<file path="src/rtl/cpu_pkg.sv">
// Shared types and encodings for the cpu_controller block: FSM states,
// opcode/op fields, memory command codes, datapath select codes and an
// instruction classifier used by the decode dispatch.
package cpu_pkg;

  localparam int unsigned WORD_W    = 16;
  localparam int unsigned REG_IDX_W = 3;

  typedef enum logic [4:0] {
    S_RST,
    S_IF1,
    S_IF2,
    S_UPD_PC,
    S_DECODE,
    S_WR_IMM,
    S_GET_A,
    S_GET_B,
    S_ALU,
    S_WR_C,
    S_ADDR,
    S_LD_ADDR,
    S_MEM_RD,
    S_MEM_WB,
    S_MOVE_B,
    S_MEM_WR,
    S_HALT
  } state_t;

  // Execute-sequence families; several encodings share one sequence.
  typedef enum logic [2:0] {
    INS_MOV_IMM,
    INS_SHIFT,    // MOV Rd,Rm,sh and MVN: B operand only
    INS_ALU,      // ADD, AND: both operands, write-back
    INS_CMP,
    INS_LDR,
    INS_STR,
    INS_HALT
  } ins_t;

  localparam logic [2:0] OPC_LDR  = 3'b011;
  localparam logic [2:0] OPC_STR  = 3'b100;
  localparam logic [2:0] OPC_ALU  = 3'b101;
  localparam logic [2:0] OPC_MOV  = 3'b110;
  localparam logic [2:0] OPC_HALT = 3'b111;

  localparam logic [1:0] OP_MOV_REG = 2'b00;
  localparam logic [1:0] OP_MOV_IMM = 2'b10;
  localparam logic [1:0] OP_ADD     = 2'b00;
  localparam logic [1:0] OP_CMP     = 2'b01;
  localparam logic [1:0] OP_AND     = 2'b10;
  localparam logic [1:0] OP_MVN     = 2'b11;
  localparam logic [1:0] OP_MEM     = 2'b00;

  localparam logic [1:0] MEM_NONE  = 2'b00;
  localparam logic [1:0] MEM_READ  = 2'b01;
  localparam logic [1:0] MEM_WRITE = 2'b10;

  localparam logic [3:0] VSEL_C     = 4'b0001;
  localparam logic [3:0] VSEL_PC    = 4'b0010;
  localparam logic [3:0] VSEL_IMM8  = 4'b0100;
  localparam logic [3:0] VSEL_MDATA = 4'b1000;

  localparam logic [1:0] ASEL_A    = 2'b00;
  localparam logic [1:0] ASEL_ZERO = 2'b01;
  localparam logic [1:0] ASEL_PC   = 2'b10;

  localparam logic [1:0] BSEL_SHIFT = 2'b00;
  localparam logic [1:0] BSEL_IMM5  = 2'b01;
  localparam logic [1:0] BSEL_IMM8  = 2'b10;

  localparam logic [2:0] NSEL_NONE = 3'b000;
  localparam logic [2:0] NSEL_RN   = 3'b001;
  localparam logic [2:0] NSEL_RD   = 3'b010;
  localparam logic [2:0] NSEL_RM   = 3'b100;

  // Map {opcode, op} to its execute family; unknown encodings halt.
  function automatic ins_t classify(input logic [2:0] opcode, input logic [1:0] op);
    ins_t cls;
    cls = INS_HALT;
    case (opcode)
      OPC_MOV: begin
        if (op == OP_MOV_IMM)      cls = INS_MOV_IMM;
        else if (op == OP_MOV_REG) cls = INS_SHIFT;
      end
      OPC_ALU: begin
        case (op)
          OP_ADD, OP_AND: cls = INS_ALU;
          OP_CMP:         cls = INS_CMP;
          default:        cls = INS_SHIFT;  // MVN
        endcase
      end
      OPC_LDR: if (op == OP_MEM) cls = INS_LDR;
      OPC_STR: if (op == OP_MEM) cls = INS_STR;
      default: cls = INS_HALT;
    endcase
    return cls;
  endfunction

endpackage

</file>
<file path="src/rtl/instr_dec.sv">
// Combinational instruction decoder.
// Ports: ir (instruction register) and nsel (one-hot Rn/Rd/Rm select) in;
// opcode/op fields, sign-extended immediates, shift and ALU op fields, and
// the selected register index out.
module instr_dec
  import cpu_pkg::*;
(
  input  logic [WORD_W-1:0]    ir,
  input  logic [2:0]           nsel,
  output logic [2:0]           opcode,
  output logic [1:0]           op,
  output logic [WORD_W-1:0]    sximm8,
  output logic [WORD_W-1:0]    sximm5,
  output logic [1:0]           shift,
  output logic [1:0]           alu_op,
  output logic [REG_IDX_W-1:0] reg_num
);

  logic [REG_IDX_W-1:0] rn;
  logic [REG_IDX_W-1:0] rd;
  logic [REG_IDX_W-1:0] rm;

  assign opcode = ir[15:13];
  assign op     = ir[12:11];
  assign rn     = ir[10:8];
  assign rd     = ir[7:5];
  assign rm     = ir[2:0];
  assign shift  = ir[4:3];
  assign alu_op = ir[12:11];

  assign sximm8 = {{(WORD_W-8){ir[7]}}, ir[7:0]};
  assign sximm5 = {{(WORD_W-5){ir[4]}}, ir[4:0]};

  // One-hot AND-OR mux; an all-zero select yields register 0.
  assign reg_num = ({REG_IDX_W{nsel[0]}} & rn)
                 | ({REG_IDX_W{nsel[1]}} & rd)
                 | ({REG_IDX_W{nsel[2]}} & rm);

endmodule

</file>
<file path="src/rtl/cpu_controller.sv">
// Fetch/decode/execute controller driving the datapath and memory.
// Ports: clk, reset_n (async active-low); read_data (memory data) and C
// (datapath result) in; mem_cmd/mem_addr to memory; PC, immediates, operand
// selects, register indices and load/write enables to the datapath; halted.
// All outputs are Moore-decoded from the state register and IR.
module cpu_controller
  import cpu_pkg::*;
#(
  parameter int unsigned ADDR_W = 9
) (
  input  logic                 clk,
  input  logic                 reset_n,
  input  logic [WORD_W-1:0]    read_data,
  input  logic [WORD_W-1:0]    C,
  output logic [1:0]           mem_cmd,
  output logic [ADDR_W-1:0]    mem_addr,
  output logic [ADDR_W-1:0]    PC,
  output logic [WORD_W-1:0]    sximm8,
  output logic [WORD_W-1:0]    sximm5,
  output logic [3:0]           vsel,
  output logic [1:0]           asel,
  output logic [1:0]           bsel,
  output logic [1:0]           shift,
  output logic [1:0]           ALUop,
  output logic [REG_IDX_W-1:0] readnum,
  output logic [REG_IDX_W-1:0] writenum,
  output logic                 write,
  output logic                 loada,
  output logic                 loadb,
  output logic                 loadc,
  output logic                 loads,
  output logic                 halted
);

  state_t               state;
  state_t               state_nxt;
  logic [WORD_W-1:0]    ir;
  logic [ADDR_W-1:0]    pc;
  logic [ADDR_W-1:0]    data_addr;
  logic                 load_ir;
  logic                 inc_pc;
  logic                 load_addr;
  logic                 fetch;
  logic [2:0]           nsel;
  logic [2:0]           opcode;
  logic [1:0]           op;
  logic [REG_IDX_W-1:0] reg_num;
  ins_t                 cls;
  logic                 unused_c;

  // Only the low ADDR_W bits of C form an address.
  assign unused_c = ^C;

  instr_dec u_dec (
    .ir      (ir),
    .nsel    (nsel),
    .opcode  (opcode),
    .op      (op),
    .sximm8  (sximm8),
    .sximm5  (sximm5),
    .shift   (shift),
    .alu_op  (ALUop),
    .reg_num (reg_num)
  );

  assign cls      = classify(opcode, op);
  assign readnum  = reg_num;
  assign writenum = reg_num;
  assign PC       = pc;
  assign mem_addr = fetch ? pc : data_addr;

  // State, IR, PC and data-address registers.
  always_ff @(posedge clk or negedge reset_n) begin
    if (!reset_n) begin
      state     <= S_RST;
      ir        <= '0;
      pc        <= '0;
      data_addr <= '0;
    end else begin
      state <= state_nxt;
      if (load_ir)   ir        <= read_data;
      if (inc_pc)    pc        <= pc + ADDR_W'(1);
      if (load_addr) data_addr <= C[ADDR_W-1:0];
    end
  end

  // Next-state and output decode.
  always_comb begin
    state_nxt = state;
    mem_cmd   = MEM_NONE;
    fetch     = 1'b0;
    vsel      = VSEL_C;
    asel      = ASEL_A;
    bsel      = BSEL_SHIFT;
    nsel      = NSEL_NONE;
    write     = 1'b0;
    loada     = 1'b0;
    loadb     = 1'b0;
    loadc     = 1'b0;
    loads     = 1'b0;
    halted    = 1'b0;
    load_ir   = 1'b0;
    inc_pc    = 1'b0;
    load_addr = 1'b0;

    case (state)
      S_RST: state_nxt = S_IF1;
      S_IF1: begin
        mem_cmd   = MEM_READ;
        fetch     = 1'b1;
        state_nxt = S_IF2;
      end
      // Read data is valid in the second READ cycle; capture it here.
      S_IF2: begin
        mem_cmd   = MEM_READ;
        fetch     = 1'b1;
        load_ir   = 1'b1;
        state_nxt = S_UPD_PC;
      end
      S_UPD_PC: begin
        inc_pc    = 1'b1;
        state_nxt = S_DECODE;
      end
      S_DECODE: begin
        case (cls)
          INS_MOV_IMM:                      state_nxt = S_WR_IMM;
          INS_SHIFT:                        state_nxt = S_GET_B;
          INS_ALU, INS_CMP, INS_LDR, INS_STR: state_nxt = S_GET_A;
          default:                          state_nxt = S_HALT;
        endcase
      end
      S_WR_IMM: begin
        vsel      = VSEL_IMM8;
        nsel      = NSEL_RN;
        write     = 1'b1;
        state_nxt = S_IF1;
      end
      S_GET_A: begin
        nsel      = NSEL_RN;
        loada     = 1'b1;
        state_nxt = (cls == INS_LDR || cls == INS_STR) ? S_ADDR : S_GET_B;
      end
      // STR stores Rd; every other user of GET_B reads Rm.
      S_GET_B: begin
        nsel      = (cls == INS_STR) ? NSEL_RD : NSEL_RM;
        loadb     = 1'b1;
        state_nxt = (cls == INS_STR) ? S_MOVE_B : S_ALU;
      end
      S_ALU: begin
        asel = (cls == INS_SHIFT) ? ASEL_ZERO : ASEL_A;
        bsel = BSEL_SHIFT;
        if (cls == INS_CMP) begin
          loads     = 1'b1;
          state_nxt = S_IF1;
        end else begin
          loadc     = 1'b1;
          state_nxt = S_WR_C;
        end
      end
      S_WR_C: begin
        vsel      = VSEL_C;
        nsel      = NSEL_RD;
        write     = 1'b1;
        state_nxt = S_IF1;
      end
      S_ADDR: begin
        asel      = ASEL_A;
        bsel      = BSEL_IMM5;
        loadc     = 1'b1;
        state_nxt = S_LD_ADDR;
      end
      S_LD_ADDR: begin
        load_addr = 1'b1;
        state_nxt = (cls == INS_LDR) ? S_MEM_RD : S_GET_B;
      end
      S_MEM_RD: begin
        mem_cmd   = MEM_READ;
        state_nxt = S_MEM_WB;
      end
      S_MEM_WB: begin
        mem_cmd   = MEM_READ;
        vsel      = VSEL_MDATA;
        nsel      = NSEL_RD;
        write     = 1'b1;
        state_nxt = S_IF1;
      end
      S_MOVE_B: begin
        asel      = ASEL_ZERO;
        bsel      = BSEL_SHIFT;
        loadc     = 1'b1;
        state_nxt = S_MEM_WR;
      end
      S_MEM_WR: begin
        mem_cmd   = MEM_WRITE;
        state_nxt = S_IF1;
      end
      S_HALT: halted = 1'b1;
      default: state_nxt = S_RST;
    endcase
  end

endmodule

</file>
<file path="config.mk">
export PLATFORM = sky130hd
export DESIGN_NAME = cpu_controller
export DESIGN_NICKNAME = d
export VERILOG_FILES = /design/src/rtl/cpu_pkg.sv /design/src/rtl/instr_dec.sv /design/src/rtl/cpu_controller.sv
export SDC_FILE = /design/constraint.sdc
export NUM_CORES = 1
export LEC_CHECK = 0
export BUFFER_PORTS_ARGS = -buffer_cell sky130_fd_sc_hd__buf_4
export CAP_MARGIN = 5
export CORE_MARGIN = 2
export CORE_UTILIZATION = 30
export CTS_CLUSTER_SIZE = 10
export DETAILED_ROUTE_END_ITERATION = 7
export GPL_ROUTABILITY_DRIVEN = 1
export PLACE_DENSITY = 0.66
export SLEW_MARGIN = 20
export SYNTH_ARGS = -nofsm -noshare
export SYNTH_HDL_FRONTEND = slang
export SYNTH_SLANG_ARGS = --single-unit
export TNS_END_PERCENT = 20
</file>
<file path="constraint.sdc">
create_clock -name clk -period 2.74 [get_ports clk]
set_input_delay 0.822 -clock clk [delete_from_list [all_inputs] [get_ports clk]]
set_output_delay 0.822 -clock clk [all_outputs]
set_load 0.005 [all_outputs]
</file>
==> qor.csv <==
metric;value;unit
via_count;1948;
worstMarginPinSlew;699;ps
hpwl;4450;microns
antenna_found_initial;0;
antenna_cells;0;
clock_path_buffers;2;
p_leak;1.56;nW
dieHeight;95.0;microns
cts.sinks;39;
finalHoldViolCount;0;
grt_pass1_wl;8910;microns
peakVddDrop;325;uV
setup_viol;1;
nets;344;
fin_worst_skew;5.64;ps
rsz0062_at_grt;yes;
netlist_top_cells_area;dfrtp_1 (39%), mux2_2 (16%), buf_4 (13%);
power.density;1170;mW/mm^2
syn_area_per_cell;10.3;sq um
cts_buffers;5;
run_status;finished, violations left;
dr_wl_met2;3010;microns
antenna_left;0;
route.detailed.drc;0;
ys_warn_count;0;
die_w;95.0;microns
fill_cells;820;
register_area;976;sq um
worstPathRequired;1920;ps
syn_to_final_growth;30.7;%
ys_types;49;
start_util;30.5;%
cp.arrival;1920;ps
report.power.total;3.79;mW
drive_above_1_share;54.7;%
via_per_inst;4.71;
numPortBuffers;99;
totalWireLength;5900;microns
hold_ws;500;ps
path_max_fanout;3;
critical_path_class;reg2out;
multi_input_area;0.00117;sq mm
grt_max_degree;40;
ys_ff_latch;39;
start_kind;register;
period_needed;2740;ps
dpl_cell_area;0.00311;sq mm
synth_area;0.00248;sq mm
final-max-slew-violation-count;0;
synth_edf_count;0;
cts_tree;built;
violations;negative setup slack;
worstSkewPairLatency;280;ps
grtUsageTotal;12.7;%
wl_met1;2540;microns
cts-root-buf;clkbuf_8;
finalSetupTns;-0.150;ps
seq_area_frac_synth;39.3;%
wl_met3;273;microns
drt_iter0_drc;67;
crit_path_end_kind;output pin;
io_pins;110;
dp_slack;178;ps
yosysTopAreaCell;dfrtp_1;
ys_async_sr_fraction;100;%
grt_pass1_vias;1817;
place_congestion;0.820;
fmax;365;MHz
h-tree-depth;2;
post-route-period-util;100;%
maxUsedRoutingLayer;met4;
wl_per_cell;14.2;microns
syn_inst;240;
max_cap_viol_count;0;
dieArea;0.00902;sq mm
max_slew_margin;53.3;%
synth.top_cell.area_share;39.3;%
core_area;0.00813;sq mm
fin_ws;-0.150;ps
synth_flop_cell;dfrtp_1;
std_cell_rows;33;
drtPass1Iterations;4;
design_area;0.00325;sq mm
clkTransAtPathRegs;70;ps
hp-class;in2async;
gr-total-overflow;0;
area by class of cell:
type / count / share of cell area [%]
timing repair buffer: 115 / 26.9
clock inverter: 1 / 0.154
tap: 105 / 4.05
inverter: 2 / 0.231
clock buffer: 6 / 2.54
sequential: 39 / 30.1
multi-input combinational: 146 / 36.0
worst paths after layout:
kind                                      startpoint                       end  slack (ps)  cells after the start
worst max-delay path              ir[14]$_DFFE_PN0P_                readnum[1]        -0.2                      5
max in group asynchronous                    reset_n      state[4]$_DFFE_PN0N_        1890                      1
worst min-delay path                         reset_n  data_addr[7]$_DFFE_PN0P_         500                      1
worst min register to register     ir[9]$_DFFE_PN0P_         ir[9]$_DFFE_PN0P_         510                      1
min in group clk                   ir[9]$_DFFE_PN0P_         ir[9]$_DFFE_PN0P_         510                      1
worst max register to register  state[0]$_DFFE_PN0N_         ir[4]$_DFFE_PN0P_         680                      5
placed cells by master, fill, tap and decap left out, types with 4 or more instances in the layout:
cell        n
a21o_1      4
a21oi_1     5
buf_4     112
clkbuf_8    6
dfrtp_1    39
mux2_2     34
nand2_1     9
nand2b_1    4
nand3_1     5
nand3b_1    4
nor2_1     13
nor3_1      4
o21ai_0     5
xnor2_1     6
state kept, by name, indices dropped and copies added, names as in the netlist:
register,flops
PC,9
data_addr,9
ir,16
state,5
per-layer routing:
metal  vias up  GRT usage [%]
met5         -              0
met4         0           3.86
met3         6           2.39
met2        60           20.4
met1       940           17.3
li1        942              -
kinds of logic after synthesis:
logic type               count (synthesis)  synth area share, %
AO/OA/AOI/OAI                           30                 8.46
XOR/XNOR                                 9                 3.17
adder cells (fa/ha/maj)                  1                0.504
buffers and inverters                   57                 15.3
flip-flops                              39                 39.3
multiplexers                            37                 16.7
other                                    1                0.151
AND/OR/NAND/NOR                         66                 16.4
stage by stage:
step,std cells,utilization [%]
2_1_floorplan,242,-
3_3_place_gp,406,38.2
3_5_place_dp,406,38.2
4_1_cts,414,39.5
5_1_grt,414,39.9
6_report,414,39.9
synth_stat cells (3+ instances only):
| master | n |
|---|---|
| nand3_1 | 5 |
| nor2_1 | 13 |
| a22o_1 | 3 |
| and3_1 | 3 |
| nor3_1 | 5 |
| a21oi_1 | 5 |
| clkbuf_1 | 6 |
| nand2_1 | 9 |
| o21ai_0 | 5 |
| xnor2_1 | 7 |
| nand2b_1 | 4 |
| buf_2 | 4 |
| nor3b_1 | 3 |
| buf_4 | 43 |
| dfrtp_1 | 39 |
| mux2_2 | 35 |
| a21o_1 | 4 |
| nand3b_1 | 4 |
critical path, cell delays in order, from the launching register on:
cell,delay [ps]
dfrtp_1,380
or4b_4,560
nor4b_2,220
o21a_2,210
a21o_1,160
buf_4,110
where the power goes:
group          internal [mW]  switching [mW]
Combinational           1.35           0.999
Clock                  0.197           0.188
Sequential             0.816           0.234
repair_timing:
item,in CTS,in global routing
buffers inserted,1,0
hold buffers,0,0
gates resized for setup,2,7
pin swaps,5,1
endpoints found under the setup margin,7,15
Power figures use the tool's default switching activity.
